--- config.mk ---
export PLATFORM = sky130hd
export DESIGN_NAME = lcd_dma_scheduler
export DESIGN_NICKNAME = d
export VERILOG_FILES = /design/src/rtl/lcd_dma_pkg.sv /design/src/rtl/lcd_dma_credit_counter.sv /design/src/rtl/lcd_dma_scheduler.sv
export SDC_FILE = /design/constraint.sdc
export NUM_CORES = 1
export LEC_CHECK = 0
export CAP_MARGIN = 20
export CELL_PAD_IN_SITES_DETAIL_PLACEMENT = 0
export CELL_PAD_IN_SITES_GLOBAL_PLACEMENT = 1
export CORE_MARGIN = 4
export CORE_UTILIZATION = 30
export DETAILED_ROUTE_END_ITERATION = 7
export MAX_ROUTING_LAYER = met4
export PLACE_DENSITY = 0.69
export SLEW_MARGIN = 40
export SYNTH_ARGS = -nofsm -noshare
export SYNTH_HDL_FRONTEND = slang
export SYNTH_SLANG_ARGS = --single-unit
export TNS_END_PERCENT = 5
--- constraint.sdc ---
create_clock -name CLK -period 2.1 [get_ports CLK]
set_input_delay 0.21 -clock CLK [delete_from_list [all_inputs] [get_ports CLK]]
set_output_delay 0.21 -clock CLK [all_outputs]
set_load 0.02 [all_outputs]
--- src/rtl/lcd_dma_pkg.sv ---
// Shared types and widths for the LCD frame-fetch DMA scheduler.
package lcd_dma_pkg;
  localparam int ADDR_W = 29;
  localparam int FB_W   = 20;

  typedef enum logic [1:0] {
    IDLE  = 2'd0,
    CHECK = 2'd1,
    DRAIN = 2'd2,
    DONE  = 2'd3
  } state_e;
endpackage

--- src/rtl/lcd_dma_credit_counter.sv ---
// Tracks words requested from the DMA but not yet landed in the pixel FIFO.
module lcd_dma_credit_counter #(
  parameter int N = 8,
  parameter int W = 10
) (
  input  logic         CLK,
  input  logic         RESET_N,
  input  logic         inc,
  input  logic         dec,
  output logic [W-1:0] count
);
  localparam logic [W-1:0] INC_N   = W'(N);
  localparam logic [W-1:0] INC_NM1 = W'(N - 1);

  logic [W-1:0] cnt_d, cnt_q;

  // A stray data beat with nothing outstanding is dropped rather than wrapping.
  always_comb begin
    cnt_d = cnt_q;
    if (inc && dec)
      cnt_d = cnt_q + INC_NM1;
    else if (inc)
      cnt_d = cnt_q + INC_N;
    else if (dec && (cnt_q != '0))
      cnt_d = cnt_q - W'(1);
  end

  always_ff @(posedge CLK or negedge RESET_N) begin
    if (!RESET_N) cnt_q <= '0;
    else          cnt_q <= cnt_d;
  end

  assign count = cnt_q;
endmodule

--- src/rtl/lcd_dma_scheduler.sv ---
// Issues credit-gated DMA bursts to fetch one frame into the LCD pixel FIFO.
module lcd_dma_scheduler
  import lcd_dma_pkg::*;
#(
  parameter int BURST_SIZE = 8,
  parameter int FIFO_DEPTH = 512,
  parameter int FW         = $clog2(FIFO_DEPTH + 1)
) (
  input  logic              CLK,
  input  logic              RESET_N,
  input  logic [ADDR_W-1:0] FB_BASE_ADDR,
  input  logic [FB_W-1:0]   FRAME_BURSTS,
  input  logic              FRAME_START,
  input  logic [FW-1:0]     FIFO_FREE,
  input  logic              DMA_READY,
  input  logic              DMA_RD_DATA_VALID,
  output logic [ADDR_W-1:0] DMA_RD_ADDR,
  output logic              DMA_START,
  output logic              BUSY,
  output logic              FRAME_DONE,
  output logic              FRAME_OVERRUN
);
  localparam logic [ADDR_W-1:0] ADDR_STEP = ADDR_W'(BURST_SIZE / 2);
  localparam logic [FW:0]       BURST_W   = (FW + 1)'(BURST_SIZE);

  state_e            state_d, state_q;
  logic [ADDR_W-1:0] addr_d, addr_q;
  logic [FB_W-1:0]   remaining_d, remaining_q;
  logic              dma_start_d, dma_start_q;
  logic              busy_d, busy_q;
  logic              frame_done_d, frame_done_q;
  logic              overrun_d, overrun_q;
  logic [FW-1:0]     outstanding;
  logic              credit_ok;

  lcd_dma_credit_counter #(
    .N (BURST_SIZE),
    .W (FW)
  ) u_credit (
    .CLK     (CLK),
    .RESET_N (RESET_N),
    .inc     (dma_start_q),
    .dec     (DMA_RD_DATA_VALID),
    .count   (outstanding)
  );

  // One extra bit so outstanding + BURST_SIZE cannot wrap.
  assign credit_ok = {1'b0, FIFO_FREE} >= ({1'b0, outstanding} + BURST_W);

  always_comb begin
    state_d      = state_q;
    addr_d       = addr_q;
    remaining_d  = remaining_q;
    dma_start_d  = 1'b0;
    frame_done_d = 1'b0;
    overrun_d    = FRAME_START && (state_q != IDLE);
    case (state_q)
      IDLE: begin
        if (FRAME_START) begin
          addr_d      = FB_BASE_ADDR;
          remaining_d = FRAME_BURSTS;
          state_d     = CHECK;
        end
      end
      CHECK: begin
        // The cycle after a start only does bookkeeping, so starts never abut
        // and the credit check always sees the updated outstanding count.
        if (dma_start_q) begin
          addr_d      = addr_q + ADDR_STEP;
          remaining_d = remaining_q - FB_W'(1);
        end else if (remaining_q == '0) begin
          state_d = DRAIN;
        end else if (DMA_READY && credit_ok) begin
          dma_start_d = 1'b1;
        end
      end
      DRAIN: begin
        if (outstanding == '0) begin
          state_d      = DONE;
          frame_done_d = 1'b1;
        end
      end
      DONE:    state_d = IDLE;
      default: state_d = IDLE;
    endcase
    busy_d = (state_d != IDLE);
  end

  always_ff @(posedge CLK or negedge RESET_N) begin
    if (!RESET_N) begin
      state_q      <= IDLE;
      addr_q       <= '0;
      remaining_q  <= '0;
      dma_start_q  <= 1'b0;
      busy_q       <= 1'b0;
      frame_done_q <= 1'b0;
      overrun_q    <= 1'b0;
    end else begin
      state_q      <= state_d;
      addr_q       <= addr_d;
      remaining_q  <= remaining_d;
      dma_start_q  <= dma_start_d;
      busy_q       <= busy_d;
      frame_done_q <= frame_done_d;
      overrun_q    <= overrun_d;
    end
  end

  assign DMA_RD_ADDR   = addr_q;
  assign DMA_START     = dma_start_q;
  assign BUSY          = busy_q;
  assign FRAME_DONE    = frame_done_q;
  assign FRAME_OVERRUN = overrun_q;
endmodule

==> results of run 1 <==
-- cell families (layout without fill, tap and decap cells) --
group,Yosys count,after routing
XOR/XNOR,10,10
flip-flops,65,65
adder cells (fa/ha/maj),16,16
AND/OR/NAND/NOR,199,199
multiplexers,11,11
buffers and inverters,49,158
AO/OA/AOI/OAI,170,170
-- power breakdown --
part           switching, uW  leakage [uW]  total, uW  internal (uW)
Clock                    531      0.000149       1450            924
Sequential               508      0.000813       2110           1600
Combinational           1450       0.00141       2710           1260
Total                   2490       0.00238       6280           3780
-- path summary, 6_finish.rpt --
kind	startpoint	cells past startpoint	to	slack, ns
max in group asynchronous	RESET_N	3	BUSY	1.11
setup reg to reg	u_credit.count[3]	9	DMA_START	0.06
min in group asynchronous	RESET_N	2	DMA_RD_ADDR[27]	0.44
setup / recovery	u_credit.count[3]	9	DMA_START	0.06
hold / removal	FB_BASE_ADDR[0]	3	DMA_RD_ADDR[0]	0.42
hold reg to reg	DMA_RD_ADDR[0]	2	DMA_RD_ADDR[0]	0.48
-- cell usage after synthesis (all sizes together), types with 2 or more instances --
cell / number
a2bb2oi: 7
nor3b: 3
xor2: 3
nand2: 61
dfrtp: 65
a221oi: 2
a22o: 2
a31o: 2
mux2i: 11
inv: 17
a32oi: 2
clkbuf: 24
a21o: 3
o2bb2ai: 2
o32ai: 5
buf: 8
o31ai: 3
a41oi: 2
ha: 16
nand3: 21
or3b: 2
nand4: 10
nor2: 34
o211ai: 2
a211o: 2
and2: 3
nor4: 9
xnor2: 7
o21a: 3
and3: 6
a21oi: 55
nor4b: 4
a31oi: 7
a211oi: 5
o21ai: 44
nor3: 21
nand2b: 9
or3: 8
nor2b: 4
a22oi: 4
o22ai: 14
-- stage by stage --
stage / utilization, % / TNS, ns / setup WS, ns
floorplan: - / 0 / 0.0940
global placement: 40.6 / 0 / 0.179
detailed placement: 40.6 / 0 / 0.0791
CTS: 42.8 / 0 / 0.0681
global route: 43.0 / -0.0193 / -0.0193
finish: 43.0 / 0 / 0.0610
-- critical path, delay by kind of cell, from the launching register on --
family	cells	cell delay, ns
flops	1	0.37
compound gates	2	0.31
xor+xnor	1	0.17
simple gates	4	0.67
fa+ha+maj	2	0.40
-- timing repair --
item | 4_1_cts | 5_1_grt
hold buffers | 1 | 0
buffers inserted | 0 | 0
gates resized for setup | 0 | 6
endpoints found under the setup margin | 0 | 8
hold endpoints to repair | 20 | 0
-- routing by layer --
| metal | global-route usage (%) | share of wire (%) | routed length (um) |
|---|---|---|---|
| met4 | 5.31 | 1.1 | 149 |
| met1 | 22.5 | 47 | 6230 |
| met2 | 26.3 | 47 | 6150 |
| met5 | - | 0 | 0 |
| met3 | 2.75 | 4.5 | 592 |
-- area by class of cell --
cell class | count | area (um2) | share of cell area, %
Clock buffer | 14 | 284 | 4.72
Clock inverter | 2 | 10.0 | 0.166
Inverter | 17 | 63.8 | 1.06
Multi-Input combinational cell | 406 | 2560 | 42.5
Sequential cell | 65 | 1630 | 27.0
Tap cell | 180 | 225 | 3.74
Timing Repair Buffer | 125 | 1250 | 20.8
-- state kept, by name, summed over array words and instances (netlist names) --
| signal | cells |
|---|---|
| FRAME_DONE | 1 |
| BUSY | 1 |
| DMA_START | 1 |
| FRAME_OVERRUN | 1 |
| u_credit.count | 10 |
| DMA_RD_ADDR | 29 |
| state_q | 2 |
| remaining_q | 20 |
-- cells in the final DEF (no fill, tap or decap), types with 3 or more instances in the layout --
cell	Yosys	layout
dfrtp_1	65	65
and3_1	6	4
nand4_1	8	8
xnor2_1	7	7
nor3b_1	3	3
a21oi_1	55	54
nor3_1	21	21
mux2i_1	11	11
nor2_1	34	34
o31ai_1	3	3
nor4_4	3	3
buf_12	0	6
o32ai_1	5	5
nor4_1	5	4
a211oi_1	5	5
and2_1	3	3
inv_1	17	17
clkdlybuf4s50_1	0	95
nand2_1	61	61
a22oi_1	4	4
clkbuf_16	0	9
nand2b_1	9	9
o22ai_1	14	14
buf_4	0	22
a31oi_1	7	7
a2bb2oi_1	7	7
o21a_1	3	3
or3_1	8	8
o21ai_0	43	43
clkbuf_8	0	4
nand3_1	18	18
ha_1	16	15
xor2_1	3	3
a21o_1	3	3
==> impl_metrics.yaml, run 1 <==
sta:
  slew_headroom_pct: 58.6
  fin_crit_sh_pct: 97.1
  min_period_ns: 2.04
  slew_viol_final: 0
  timing.hold.ws_ns: 0.417
  hold_viol: 0
  max_freq_ghz: 0.490
  skew_ns: 0.00756
  tightestPinTransition_ns: 0.622
  setup_viol: 0
drt:
  drc: 0
  drt_pass1_iterations: 4
  wl_per_cell_um: 16.2
  post_drt_via_cell_ratio: 5.31
  via_count: 4299
  initialDrtViolationCount: 267
  routed_wl_mm: 13.1
  postRouteAntennaNets: 0
yosys:
  synthTopCellsByArea: "dfrtp_1 (38%), a21oi_1 (6.4%), nand2_1 (5.3%)"
  synth.area.mux_share_pct: 2.54
  synthFlopType: "dfrtp_1"
  synth_adder_area_share_pct: 4.63
  synth-seq-cells: 65
  synth_fp_nets: 600
  yosysWarningCount: 0
  synth-edff-count: 0
  synth_top_family_by_area: "simple AND/OR/NAND/NOR gates"
  async_flop_share_pct: 100
  syn_inst: 520
  yosysSeqAreaShare_pct: 37.6
  synthDistinctLibCells: 57
  netlist.area_leader.share_pct: 37.6
  synth_xor_area_share_pct: 2.02
  yosys.area.top_type: "dfrtp_1"
  yosys.area_share.simple_pct: 24.8
  netlist_area_mm2: 0.00433
  avgSynthCellArea_um2: 8.32
  synth_compound_area_share_pct: 24.0
worst_setup_path:
  end_kind: "register"
  slowest_delay_ns: 0.37
  worstPathArrival_ns: 2.25
  required_ns: 2.31
  start_kind: "register"
  worstPathCellList: "ha_1 -> and3_4 -> nand3_1 -> xor2_1 -> ha_1 -> nor4_2 -> o21ai_0 -> a41oi_1 -> nor3b_1"
  cp_slowest_cell: "dfrtp_1"
  cp_common_cell: "ha_1"
  critPathKind: "reg -> reg"
  crit_fanout: 3
die:
  die_x_um: 128
  initial_core_util_pct: 30.9
  core_region_area_mm2: 0.0140
  dieArea_mm2: 0.0164
  fp.dieH_um: 128
  rows: 43
  io_pins: 97
final_layout:
  drive_gt1_share_pct: 10.8
  area_growth_pct: 39.1
  nNetsFinal: 704
  antenna_cells: 0
  num-fill-cells: 1405
  stdcell_count: 809
  design_area_mm2: 0.00602
grt:
  grt_pass1_vias: 4305
  grtUsageTotal_pct: 16.9
  antenna_found_initial: 0
  grt_max_degree: 77
  grt_pass1_wl_mm: 21.7
  overflow: 0
placed_design:
  gp_congestion: 0.901
  dpl.hpwl_mm: 9.63
  placed_cell_area_mm2: 0.00569
  dp_cells: 792
  io_buffers: 96
power_and_ir_drop:
  powerDensity_mw_per_mm2: 1040
  fin_total_pwr_uw: 6280
  cellLeakagePower_uw: 0.00238
  irDropWorstVdd_mv: 0.396
run_status:
  status: "completed"
clock_tree:
  tritoncts: "built"
  clockRootBuffer: "clkbuf_16"
  cts_sinks: 65
  clk_latency_ns: 0.33
  clockBufferDepth: 2
  htreeDepth: 3
  cts_inserted_buffers: 9
  clk_pin_slew_worst_paths_ns: 0.06
min_path:
  hold_class: "in -> reg"
flow_run:
  maxCapViolations: 0
No activity file was read; power rests on OpenSTA's default activity.
==> run 2, diff against run 1 <==
--- a/config.mk
+++ b/config.mk
@@ -11,6 +11,7 @@
 export CORE_MARGIN = 4
 export CORE_UTILIZATION = 30
 export DETAILED_ROUTE_END_ITERATION = 7
+export GPL_TIMING_DRIVEN = 0
 export MAX_ROUTING_LAYER = met4
 export PLACE_DENSITY = 0.69
 export SLEW_MARGIN = 40
==> impl_metrics.yaml, run 2 (same netlist as run 1, synthesis figures left out) <==
run_status:
  status: "completed"
sta:
  skew_ns: 0.00559
  fin_crit_sh_pct: 99.3
  min_period_ns: 2.08
  finalWorstSetupSlack_ns: 0.0154
  tightestPinTransition_ns: 0.640
  hold_viol: 0
  setup_viol: 0
  max_freq_ghz: 0.480
  slew_headroom_pct: 57.4
  slew_viol_final: 0
  rsz0062_at_grt: "true"
  fin_tns_setup_ns: 0
drt:
  drt_pass1_iterations: 5
  wl_per_cell_um: 18.4
  via_count: 4459
  drc: 0
  postRouteAntennaNets: 0
  post_drt_via_cell_ratio: 5.48
  initialDrtViolationCount: 294
  routed_wl_mm: 15.0
grt:
  grt_max_degree: 43
  grtUsageTotal_pct: 18.9
  antenna_found_initial: 0
  grt_pass1_vias: 4335
  overflow: 0
  grt_pass1_wl_mm: 23.6
worst_setup_path:
  worstPathArrival_ns: 2.31
  required_ns: 2.33
  worstPathCellList: "nand4_1 -> nor4_4 -> nand3_2 -> a211o_1 -> a21o_1"
  slowest_delay_ns: 0.51
  crit_fanout: 8
  crit_family: "simple AND/OR/NAND/NOR gates"
  critPathKind: "reg -> reg"
  r2r_slack_ns: 0.02
  cp_slowest_cell: "nor4_4"
  start_kind: "register"
  crit_buf_inv: 0
  end_kind: "register"
flow_run:
  maxCapViolations: 0
die:
  rows: 43
  die_x_um: 128
  initial_core_util_pct: 30.9
  dieArea_mm2: 0.0164
  core_region_area_mm2: 0.0140
  fp.dieH_um: 128
  io_pins: 97
clock_tree:
  clockBufferDepth: 2
  clockRootBuffer: "clkbuf_16"
  htreeDepth: 3
  cts_sinks: 65
  clk_pin_slew_worst_paths_ns: 0.06
  tritoncts: "built"
  cts_inserted_buffers: 9
  clk_latency_ns: 0.34
final_layout:
  finish.utilization_pct: 42.2
  antenna_cells: 0
  final_cell_mix: "clkdlybuf4s50_1 (95), dfrtp_1 (63), nand2_1 (61), a21oi_1 (54), o21ai_0 (42)"
  largest_reg_flops: 29
  drive_gt1_share_pct: 10.3
  nNetsFinal: 711
  area_growth_pct: 36.4
  final_common_cell: "clkdlybuf4s50_1"
power_and_ir_drop:
  powerDensity_mw_per_mm2: 1040
  irDropWorstVdd_mv: 0.400
  cellLeakagePower_uw: 0.00229
placed_design:
  pre_cts_slack_ns: -0.488
  dpl.hpwl_mm: 10.9
  io_buffers: 96
  gp_congestion: 0.892
min_path:
  hold_class: "in -> async"
==> run 2: cell count changes in the layout (fill, tap and decap cells not counted), moves of 4 or more <==
cell,previous run,this run
clkbuf_1,1,15
clkbuf_8,4,0
clkbuf_2,0,13
buf_4,22,2
buf_12,6,0
buf_2,1,5
==> run 2: layout make-up <==
type	count	area, um2
multi-input cells	406	2570
plain buffers	32	154
flip-flops and latches	65	1630
inverters	17	63.8
clock inverters	1	5.00
clock buffers	13	240
repair buffers	100	1010
well taps	180	225
fillers	1418	8090
==> run 2: worst register-to-register path: stages, from the launching register on <==
cell	delay (ns)
dfrtp_1	0.47
nand4_1	0.30
nor4_4	0.51
nand3_2	0.19
a211o_1	0.33
a21o_1	0.18
==> run 2: routing by layer <==
| metal | part of all wire, % | routed length, um | track usage [%] | vias up |
|---|---|---|---|---|
| li1 | - | - | - | 2149 |
| met1 | 47 | 7040 | 26.2 | 2156 |
| met2 | 47 | 6960 | 28.5 | 138 |
| met3 | 5.3 | 797 | 2.96 | 16 |
| met4 | 1.1 | 167 | 5.68 | 0 |
| met5 | 0 | 0 | - | - |
==> run 2: metrics by stage <==
stage	instance area [um2]	power (uW)	std cells	hold WS, ns
final	5900	6140	814	0.304
after floorplan	4330	3730	520	-0.0856
after global placement	5510	4630	796	0.457
after CTS	5840	6090	812	0.308
after detailed placement	5540	4700	797	0.0960
after global routing	5900	6620	814	0.333
==> run 2: power by group <==
| part | leakage (uW) | internal (uW) | switching, uW |
|---|---|---|---|
| combinational | 0.00136 | 1180 | 1540 |
| clock | 0.000120 | 785 | 543 |
| sequential | 0.000812 | 1610 | 485 |
==> run 2: worst paths after layout <==
check                                         end  depth (start not counted)             from
worst max-delay path              DMA_RD_ADDR[27]                          5   DMA_RD_ADDR[9]
worst min register to register     DMA_RD_ADDR[0]                          2   DMA_RD_ADDR[0]
worst max register to register    DMA_RD_ADDR[27]                          5   DMA_RD_ADDR[9]
min in group CLK                   DMA_RD_ADDR[0]                          3  FB_BASE_ADDR[0]
worst min-delay path              DMA_RD_ADDR[10]                          2          RESET_N
max in group asynchronous       u_credit.count[4]                          3          RESET_N
==> run 2: repair_timing <==
| item | 4_1_cts | 5_1_grt |
|---|---|---|
| endpoints found under the hold margin | 23 | 0 |
| endpoints found under the setup margin | 32 | 39 |
| buffers inserted | 0 | 2 |
| hold buffers | 1 | 0 |
| pin swaps | 1 | 4 |
| resized for setup | 15 | 27 |
==> run 3, diff against run 2 <==
--- a/config.mk
+++ b/config.mk
@@ -13,7 +13,7 @@
 export DETAILED_ROUTE_END_ITERATION = 7
 export GPL_TIMING_DRIVEN = 0
 export MAX_ROUTING_LAYER = met4
-export PLACE_DENSITY = 0.69
+export PLACE_DENSITY = 0.67
 export SLEW_MARGIN = 40
 export SYNTH_ARGS = -nofsm -noshare
 export SYNTH_HDL_FRONTEND = slang
==> constraint.sdc (replaced) <==
create_clock -name CLK -period 2.5 [get_ports CLK]
set_input_delay 0.25 -clock CLK [delete_from_list [all_inputs] [get_ports CLK]]
set_output_delay 0.25 -clock CLK [all_outputs]
set_load 0.02 [all_outputs]
==> impl_metrics.yaml, run 3 (same netlist as run 1, synthesis figures left out) <==
run_status:
  status: "completed"
final_layout:
  largest_reg_flops: 29
  final_common_cell: "clkdlybuf4s50_1"
  drive_gt1_share_pct: 6.32
  antenna_cells: 0
  final_cell_mix: "clkdlybuf4s50_1 (95), dfrtp_1 (64), nand2_1 (61), a21oi_1 (54), o21ai_0 (43)"
  area_growth_pct: 35.7
  stdcell_count: 813
  nNetsFinal: 709
worst_setup_path:
  start_kind: "primary input"
  crit_fanout: 10
  r2r-end: "DMA_RD_ADDR[28]"
  startpoint: "FRAME_START"
  crit_end: "DMA_RD_ADDR[28]"
  worstPathArrival_ns: 2.55
  r2r_slack_ns: 0.19
  regToRegStartpoint: "DMA_START"
  required_ns: 2.71
  critPathKind: "in -> reg"
  end_kind: "register"
  ff2ff_path_depth: 7
grt:
  overflow: 0
  antenna_found_initial: 0
  grt_pass1_wl_mm: 23.9
  grtUsageTotal_pct: 19.1
  grt_max_degree: 42
  grt_pass1_vias: 4290
clock_tree:
  htreeDepth: 3
  clockBufferDepth: 2
  clk_pin_slew_worst_paths_ns: 0.06
  clk_latency_ns: 0.34
  clockRootBuffer: "clkbuf_16"
  cts_setup_buffers: 0
  cts_inserted_buffers: 9
  tritoncts: "built"
  cts_sinks: 65
drt:
  initialDrtViolationCount: 349
  post_drt_via_cell_ratio: 5.51
  drc: 0
  via_count: 4477
  postRouteAntennaNets: 0
  wl_per_cell_um: 18.5
  routed_wl_mm: 15.0
  drt_pass1_iterations: 5
die:
  initial_core_util_pct: 30.9
  die_x_um: 128
  rows: 43
  fp.dieH_um: 128
  core_region_area_mm2: 0.0140
  io_pins: 97
  dieArea_mm2: 0.0164
sta:
  hold_viol: 0
  fin_crit_sh_pct: 93.3
  slew_viol_final: 0
  setup_viol: 0
  slew_headroom_pct: 51.7
  skew_ns: 0.00687
  max_freq_ghz: 0.429
  tightestPinTransition_ns: 0.725
  min_period_ns: 2.33
  rsz0062_at_grt: "true"
flow_run:
  maxCapViolations: 0
min_path:
  hold_class: "in -> async"
placed_design:
  io_buffers: 96
  dp_cells: 797
  gp_congestion: 0.864
  dpl.hpwl_mm: 10.8
power_and_ir_drop:
  cellLeakagePower_uw: 0.00227
  irDropWorstVdd_mv: 0.362
  fin_total_pwr_uw: 5320
  powerDensity_mw_per_mm2: 906
run 3: changes by cell type in the layout (fill, tap and decap cells not counted), sizes merged:
cell | previous run | this run
buf | 11 | 10
bufinv | 0 | 2
clkbuf | 38 | 36
run 3: routing by layer:
layer,share of wire [%],GRT usage (%)
met1,46,26.7
met2,46,28.5
met3,6.8,3.21
met4,1.2,5.56
met5,0,-
run 3: repair_timing:
| item | in CTS | in global routing |
|---|---|---|
| endpoints found under the hold margin | 24 | 0 |
| gates resized for setup | 0 | 4 |
| hold buffers | 1 | 0 |
| endpoints found under the setup margin | 0 | 5 |
run 3: final cells by class:
cell class | count | area, um2
clock buffer | 12 | 246
clock inverter | 3 | 65.1
buffer | 32 | 128
inverter | 17 | 63.8
fill | 1449 | 8120
tap | 180 | 225
multi-input combinational | 406 | 2520
sequential | 65 | 1630
timing repair buffer | 98 | 1000
run 3: per-stage QoR:
step | utilization, % | hold WS [ns] | setup slack [ns] | setup TNS [ns] | instance area (um2)
2_1_floorplan | - | -0.0456 | 0.494 | 0 | 4330
3_3_place_gp | 39.4 | 0.457 | -1.36 | -88.20 | 5510
3_5_place_dp | 39.6 | 0.140 | -0.129 | -0.569 | 5540
4_1_cts | 41.9 | 0.346 | 0.124 | 0 | 5860
5_1_grt | 42.0 | 0.367 | -0.0438 | -0.0438 | 5870
6_report | 42.0 | 0.341 | 0.167 | 0 | 5870
run 3: worst min path at each step:
stage	cells after the start	to	slack [ns]
2_1_floorplan	0	BUSY	-0.05
4_1_cts	2	DMA_RD_ADDR[11]	0.35
3_5_place_dp	1	DMA_RD_ADDR[11]	0.14
5_1_grt	2	DMA_RD_ADDR[28]	0.37
6_report	2	DMA_RD_ADDR[28]	0.34
3_3_place_gp	2	DMA_RD_ADDR[1]	0.46
run 3: power by group:
part	internal [uW]	total, uW	switching [uW]
logic	925	2200	1270
registers	1350	1760	411
clock network	894	1360	469
run 3: critical path: stages:
cell and delay (ns):
clkdlybuf4s50_1 0.54, nand2b_1 0.21, a21o_1 0.14, clkbuf_1 0.35, clkbuf_1 0.61, nor3_1 0.11
a221oi_1 0.23, mux2i_1 0.10
